[src/rtl/uart_tx_mmio.sv]
// Memory-mapped UART transmitter: 8-byte register window (DATA/STATUS/DIVISOR), 2^FIFO_LOG2-entry TX FIFO, 8N1 serialiser.
// Define UART_TX_PARITY_EN to add an even-parity bit (11-bit frames) and set the STATUS capability flag bit9.
module uart_tx_mmio #(
  parameter logic [15:0] BASE_ADDR = 16'hFE00,
  parameter logic [15:0] DIV_RESET = 16'd868,
  parameter int          FIFO_LOG2 = 4
) (
  input  logic        clk,
  input  logic        reset,
  input  logic        en,
  input  logic        wr,
  input  logic        wide,
  input  logic [15:0] addr,
  input  logic [15:0] din,
  output logic [15:0] dout,
  output logic        sel_q,
  output logic        tx
);

  localparam int DEPTH = 1 << FIFO_LOG2;
  localparam int CW    = FIFO_LOG2 + 1;
  localparam logic [CW-1:0]        CNT_ONE = CW'(1);
  localparam logic [FIFO_LOG2-1:0] PTR_ONE = FIFO_LOG2'(1);

`ifdef UART_TX_PARITY_EN
  localparam logic PARITY_CAP = 1'b1;
`else
  localparam logic PARITY_CAP = 1'b0;
`endif

  typedef enum logic [2:0] {
    IDLE   = 3'd0,
    START  = 3'd1,
    DATA   = 3'd2,
`ifdef UART_TX_PARITY_EN
    PARITY = 3'd3,
`endif
    STOP   = 3'd4
  } state_t;

  // ---------------------------------------------------------------- bus decode
  logic       hit;
  logic [1:0] reg_sel;
  logic       lane;
  logic [7:0] wr_byte;
  logic       push_req;
  logic       status_rd;
  logic       div_wr;

  assign hit       = en && (addr[15:3] == BASE_ADDR[15:3]);
  assign reg_sel   = addr[2:1];
  assign lane      = addr[0];
  assign wr_byte   = (!wide && lane) ? din[15:8] : din[7:0];
  assign push_req  = hit && wr && (reg_sel == 2'd0);
  assign status_rd = hit && !wr && (reg_sel == 2'd1);
  assign div_wr    = hit && wr && (reg_sel == 2'd2);

  // ---------------------------------------------------------------- FIFO
  // Internal handshake: push is a valid from the bus that completes when
  // the FIFO is not full or a pop happens in the same cycle; pop is issued
  // only by the FSM in IDLE and only while the FIFO is not empty.
  logic [7:0]           fifo_mem [DEPTH];
  logic [FIFO_LOG2-1:0] wr_ptr_q, rd_ptr_q;
  logic [CW-1:0]        count_q;
  logic                 full, empty, push, pop;
  logic                 ovf_q;

  assign full  = (count_q == CW'(DEPTH));
  assign empty = (count_q == '0);
  assign push  = push_req && (!full || pop);

  always_ff @(posedge clk) begin
    if (push) fifo_mem[wr_ptr_q] <= wr_byte;
  end

  always_ff @(posedge clk or posedge reset) begin
    if (reset) begin
      wr_ptr_q <= '0;
      rd_ptr_q <= '0;
      count_q  <= '0;
    end else begin
      if (push) wr_ptr_q <= wr_ptr_q + PTR_ONE;
      if (pop)  rd_ptr_q <= rd_ptr_q + PTR_ONE;
      case ({push, pop})
        2'b10:   count_q <= count_q + CNT_ONE;
        2'b01:   count_q <= count_q - CNT_ONE;
        default: count_q <= count_q;
      endcase
    end
  end

  // A dropped push in the same cycle as a STATUS read keeps the flag set.
  always_ff @(posedge clk or posedge reset) begin
    if (reset) begin
      ovf_q <= 1'b0;
    end else if (push_req && full && !pop) begin
      ovf_q <= 1'b1;
    end else if (status_rd) begin
      ovf_q <= 1'b0;
    end
  end

  // ---------------------------------------------------------------- divisor
  logic [15:0] div_q, div_new;

  always_comb begin
    div_new = div_q;
    if (wide)      div_new = din;
    else if (lane) div_new[15:8] = din[15:8];
    else           div_new[7:0]  = din[7:0];
    if (div_new == 16'd0) div_new = 16'd1;
  end

  always_ff @(posedge clk or posedge reset) begin
    if (reset)       div_q <= DIV_RESET;
    else if (div_wr) div_q <= div_new;
  end

  // ---------------------------------------------------------------- TX FSM
  state_t      state_q, state_d;
  logic [7:0]  shift_q, shift_d;
  logic [2:0]  bit_cnt_q, bit_cnt_d;
  logic [15:0] timer_q, timer_d;
  logic [15:0] div_shadow_q, div_shadow_d;
  logic        tx_q, tx_d;
  logic        bit_done;
  logic        busy;
`ifdef UART_TX_PARITY_EN
  logic        parity_q, parity_d;
`endif

  assign bit_done = (timer_q == div_shadow_q - 16'd1);
  assign busy     = (state_q != IDLE);

  always_comb begin
    state_d      = state_q;
    shift_d      = shift_q;
    bit_cnt_d    = bit_cnt_q;
    div_shadow_d = div_shadow_q;
    timer_d      = bit_done ? 16'd0 : timer_q + 16'd1;
    pop          = 1'b0;
    tx_d         = 1'b1;
`ifdef UART_TX_PARITY_EN
    parity_d     = parity_q;
`endif
    case (state_q)
      IDLE: begin
        timer_d = 16'd0;
        if (!empty) begin
          pop          = 1'b1;
          shift_d      = fifo_mem[rd_ptr_q];
          div_shadow_d = div_q;
          bit_cnt_d    = 3'd0;
          state_d      = START;
`ifdef UART_TX_PARITY_EN
          parity_d     = ^fifo_mem[rd_ptr_q];
`endif
        end
      end
      START: begin
        if (bit_done) state_d = DATA;
      end
      DATA: begin
        if (bit_done) begin
          shift_d   = {1'b0, shift_q[7:1]};
          bit_cnt_d = bit_cnt_q + 3'd1;
`ifdef UART_TX_PARITY_EN
          if (bit_cnt_q == 3'd7) state_d = PARITY;
`else
          if (bit_cnt_q == 3'd7) state_d = STOP;
`endif
        end
      end
`ifdef UART_TX_PARITY_EN
      PARITY: begin
        if (bit_done) state_d = STOP;
      end
`endif
      STOP: begin
        if (bit_done) state_d = IDLE;
      end
      default: state_d = IDLE;
    endcase

    // tx is registered from the next state so the pin never glitches.
    case (state_d)
      START:   tx_d = 1'b0;
      DATA:    tx_d = shift_d[0];
`ifdef UART_TX_PARITY_EN
      PARITY:  tx_d = parity_d;
`endif
      default: tx_d = 1'b1;
    endcase
  end

  always_ff @(posedge clk or posedge reset) begin
    if (reset) begin
      state_q      <= IDLE;
      shift_q      <= 8'd0;
      bit_cnt_q    <= 3'd0;
      timer_q      <= 16'd0;
      div_shadow_q <= DIV_RESET;
      tx_q         <= 1'b1;
`ifdef UART_TX_PARITY_EN
      parity_q     <= 1'b0;
`endif
    end else begin
      state_q      <= state_d;
      shift_q      <= shift_d;
      bit_cnt_q    <= bit_cnt_d;
      timer_q      <= timer_d;
      div_shadow_q <= div_shadow_d;
      tx_q         <= tx_d;
`ifdef UART_TX_PARITY_EN
      parity_q     <= parity_d;
`endif
    end
  end

  assign tx = tx_q;

  // ---------------------------------------------------------------- read path
  logic [15:0] status;
  logic [15:0] rd_val;
  logic [15:0] rd_data;
  logic [4:0]  count_field;

  assign count_field = 5'(count_q);
  assign status = {6'b0, PARITY_CAP, count_field, ovf_q, busy, empty, full};

  always_comb begin
    rd_val = 16'h0000;
    case (reg_sel)
      2'd1:    rd_val = status;
      2'd2:    rd_val = div_q;
      default: rd_val = 16'h0000;
    endcase
    if (wide)      rd_data = rd_val;
    else if (lane) rd_data = {8'h00, rd_val[15:8]};
    else           rd_data = {8'h00, rd_val[7:0]};
  end

  always_ff @(posedge clk or posedge reset) begin
    if (reset) begin
      dout  <= 16'h0000;
      sel_q <= 1'b0;
    end else begin
      sel_q <= hit;
      if (hit && !wr) dout <= rd_data;
    end
  end

endmodule
[config.mk]
export PLATFORM = sky130hd
export DESIGN_NAME = uart_tx_mmio
export DESIGN_NICKNAME = d
export VERILOG_FILES = /design/src/rtl/uart_tx_mmio.sv
export SDC_FILE = /design/constraint.sdc
export NUM_CORES = 1
export LEC_CHECK = 0
export BUFFER_PORTS_ARGS = -buffer_cell sky130_fd_sc_hd__buf_4
export CORE_UTILIZATION = 40
export DETAILED_ROUTE_END_ITERATION = 8
export MAX_ROUTING_LAYER = met4
export PLACE_DENSITY = 0.59
export REMOVE_ABC_BUFFERS = 1
export SLEW_MARGIN = 20
export SYNTH_ARGS = -nofsm -noshare
export SYNTH_HDL_FRONTEND = slang
export SYNTH_SLANG_ARGS = --single-unit
[constraint.sdc]
create_clock -name clk -period 6.25 [get_ports clk]
set_clock_uncertainty 0.1 [all_clocks]
set_input_delay 0.9375 -clock clk [delete_from_list [all_inputs] [get_ports clk]]
set_output_delay 0.9375 -clock clk [all_outputs]
set_load 0.005 [all_outputs]
==> metrics.txt <==
PwrDens 269.5 nW/um^2; Ys Warns 0; number of remaining DRC errors 0; Synth top area share 38.50%; vias per cell 5.570; cell family with most CP delay simple AND/OR/NAND/NOR gates; most common cell after layout, fill and taps aside edfxtp_1; sequential cell area 6211 um^2; maximum VDD drop 0.0002148 V; Clk pin slew, worst setup/hold paths 0.06 ns; worst hold path class in2async; leakage power 4.503 nW; EDFF count, synth 128; Fill cells 2132; Synth Area in Adders 2.080%; ANT cells 0; max_cap viols 0; Syn-to-layout area delta 15.49%; DP Wirelength 16500 um; synth unique cells 65; crit path cell chain buf_4 > nor4_1 > nand3b_1 > nor3_1 > nand3_1 > nor2b_1 > nand2_1 > nor3_1; Compound-Gate Fraction of Synth Area 6.754%; hold_ws 0.3101 ns; Hold Fails Final Rpt 0; worst-path fanout max 10; CTS root buf clkbuf_16; worst-skew pair later-pin latency 0.53 ns; Max Slew Vio Count 0; GP Congestion 0.8557; Port Buffers 54; PostCTS Resize Cnt 0; multiplexer area fraction after synthesis 11.88%; Rel. slew slack 27.77%; required time of the worst setup path 6.28 ns; top cell type by total area after synthesis edfxtp_1; Mapped Area 9985 um^2; ANT nets after route 0; ranking of synthesized cells by area edfxtp_1 (38%), dfrtp_1 (21%), mux4_2 (9.0%); first-pass GRT wire length 36890 um; Finish-stage setup viols 0; via count 6233; period utilisation layout 61.72%; post-synthesis sequential area ratio 62.19%; final wirelength 23520 um; clock sinks 222; startpoint type of the worst setup path input pin; commonest non-fill, non-tap cells in the layout edfxtp_1 (128), dfrtp_1 (82), nand2_1 (81), buf_4 (60), nor2_1 (56); largest family of logic cells by synthesized area multiplexers; status completed; GRT Total Usage 19.31%; slowest CP cell nor3_1; CP most frequent cell nor3_1; Chip Width 160.0 um; placement row count 57; flops & latches, synth 222; area occupied by multi-input gates 3582 um^2; CTS tree built; Initial Util 40.94%; Final #Nets 831; kind of critical path in2reg; # hold bufs at CTS 0; worst slew pin tran 1.075 ns; max incr delay on CP 0.89 ns; share of post-route cells with drive strength above 1 24.28%; synthesized instance count 729; number of buffers created by CTS 23; Async SR Flop Fraction 42.34%; largest net degree at the start of global routing 65; clock buffer depth 3; Die H 160.0 um; vias in the first global route 6343; first drt pass iteration count 4; Crit path arrival time 3.89 ns; final worst path period need 3.857 ns; Synth Flop Type edfxtp_1; CP Capture Type flip-flop; Post-Synth Simple-Gate Area 11.58%; Max H-tree Level 1; DR iter-0 viols 545; RSZ-0062 raised after global routing false; XOR/XNOR Fraction of Synth Area 3.333%; Post-CTS Repair Setup Buffers 0; CP bufs+invs 1; core area 24390 um^2; setup_tns 0 ns; # IOs 55; maximum clock rate 0.2593 GHz; GRT overflow 0; wire length per cell 21.02 um; DIE AREA 25600 um^2; syn avg cell area 13.70 um^2; initial antenna violation count 0
[report_power, final]
part	total (mW)	switching (mW)	internal (mW)
combinational	0.0806	0.0570	0.0236
clock	1.47	0.578	0.889
sequential	1.56	0.000165	1.56
total	3.11	0.635	2.47
[cell usage after synthesis (all sizes together), types with 6 or more instances]
library cell	count
edfxtp	128
dfrtp	83
nand2	81
nor2	57
mux4	40
clkbuf	26
mux2	25
o21ai	24
a21oi	23
nand3	23
xnor2	22
inv	17
xor2	16
ha	15
nor4	14
and3	13
dfstp	11
nor3	11
buf	10
a22oi	8
nor2b	7
a221o	6
[worst paths after layout]
path	startpoint	endpoint	slack, ns	cells past startpoint
max	addr[4]	fifo_mem[0][2]	2.39	8
min reg2reg	state_q[0]	state_q[2]	0.36	1
max in group asynchronous	reset	rd_ptr_q[0]	4.54	3
min	reset	timer_q[14]	0.31	2
max reg2reg	div_shadow_q[0]	shift_q[5]	2.69	10
min in group clk	state_q[0]	state_q[2]	0.36	1
[registers in the layout, indices dropped and copies added (netlist names)]
name / cells
bit_cnt_q: 3
count_field: 5
div_q: 16
div_shadow_q: 16
dout: 16
fifo_mem: 128
ovf_q: 1
rd_ptr_q: 4
sel_q: 1
shift_q: 8
state_q: 3
timer_q: 16
tx: 1
wr_ptr_q: 4
[area by class of cell]
type | instances | area share (%)
clock buffers | 25 | 5.056
clock inverters | 17 | 2.018
inverters | 17 | 0.5751
multi-input cells | 454 | 31.07
flip-flops and latches | 222 | 53.86
well taps | 324 | 3.516
repair buffers | 60 | 3.906
[per-layer routing]
layer | vias up | global-route usage (%) | wire length, um
li1 | 2832 | - | -
met1 | 3193 | 26.50 | 10570
met2 | 162 | 29.76 | 11190
met3 | 46 | 2.649 | 1128
met4 | 0 | 6.320 | 639
met5 | - | - | 0
[stage by stage]
stage	utilization [%]	total power, mW	cell area, um^2	setup slack [ns]	instances
after floorplan	-	1.622	9831	2.701	693
after global placement	43.85	1.670	10700	2.081	1077
after detailed placement	43.85	1.671	10700	1.912	1077
after CTS	47.20	3.133	11510	2.435	1119
after global routing	47.28	3.195	11530	2.002	1119
final	47.28	3.108	11530	2.393	1119
[cell families after synthesis]
family	count (synthesis)
adders and majority gates	16
muxes	65
buffers and inverters	53
AOI/OAI and AO/OA	97
xor gates and xnor gates	38
and+or+nand+nor	238
DFF	222
(Power assumes the default switching activity.)
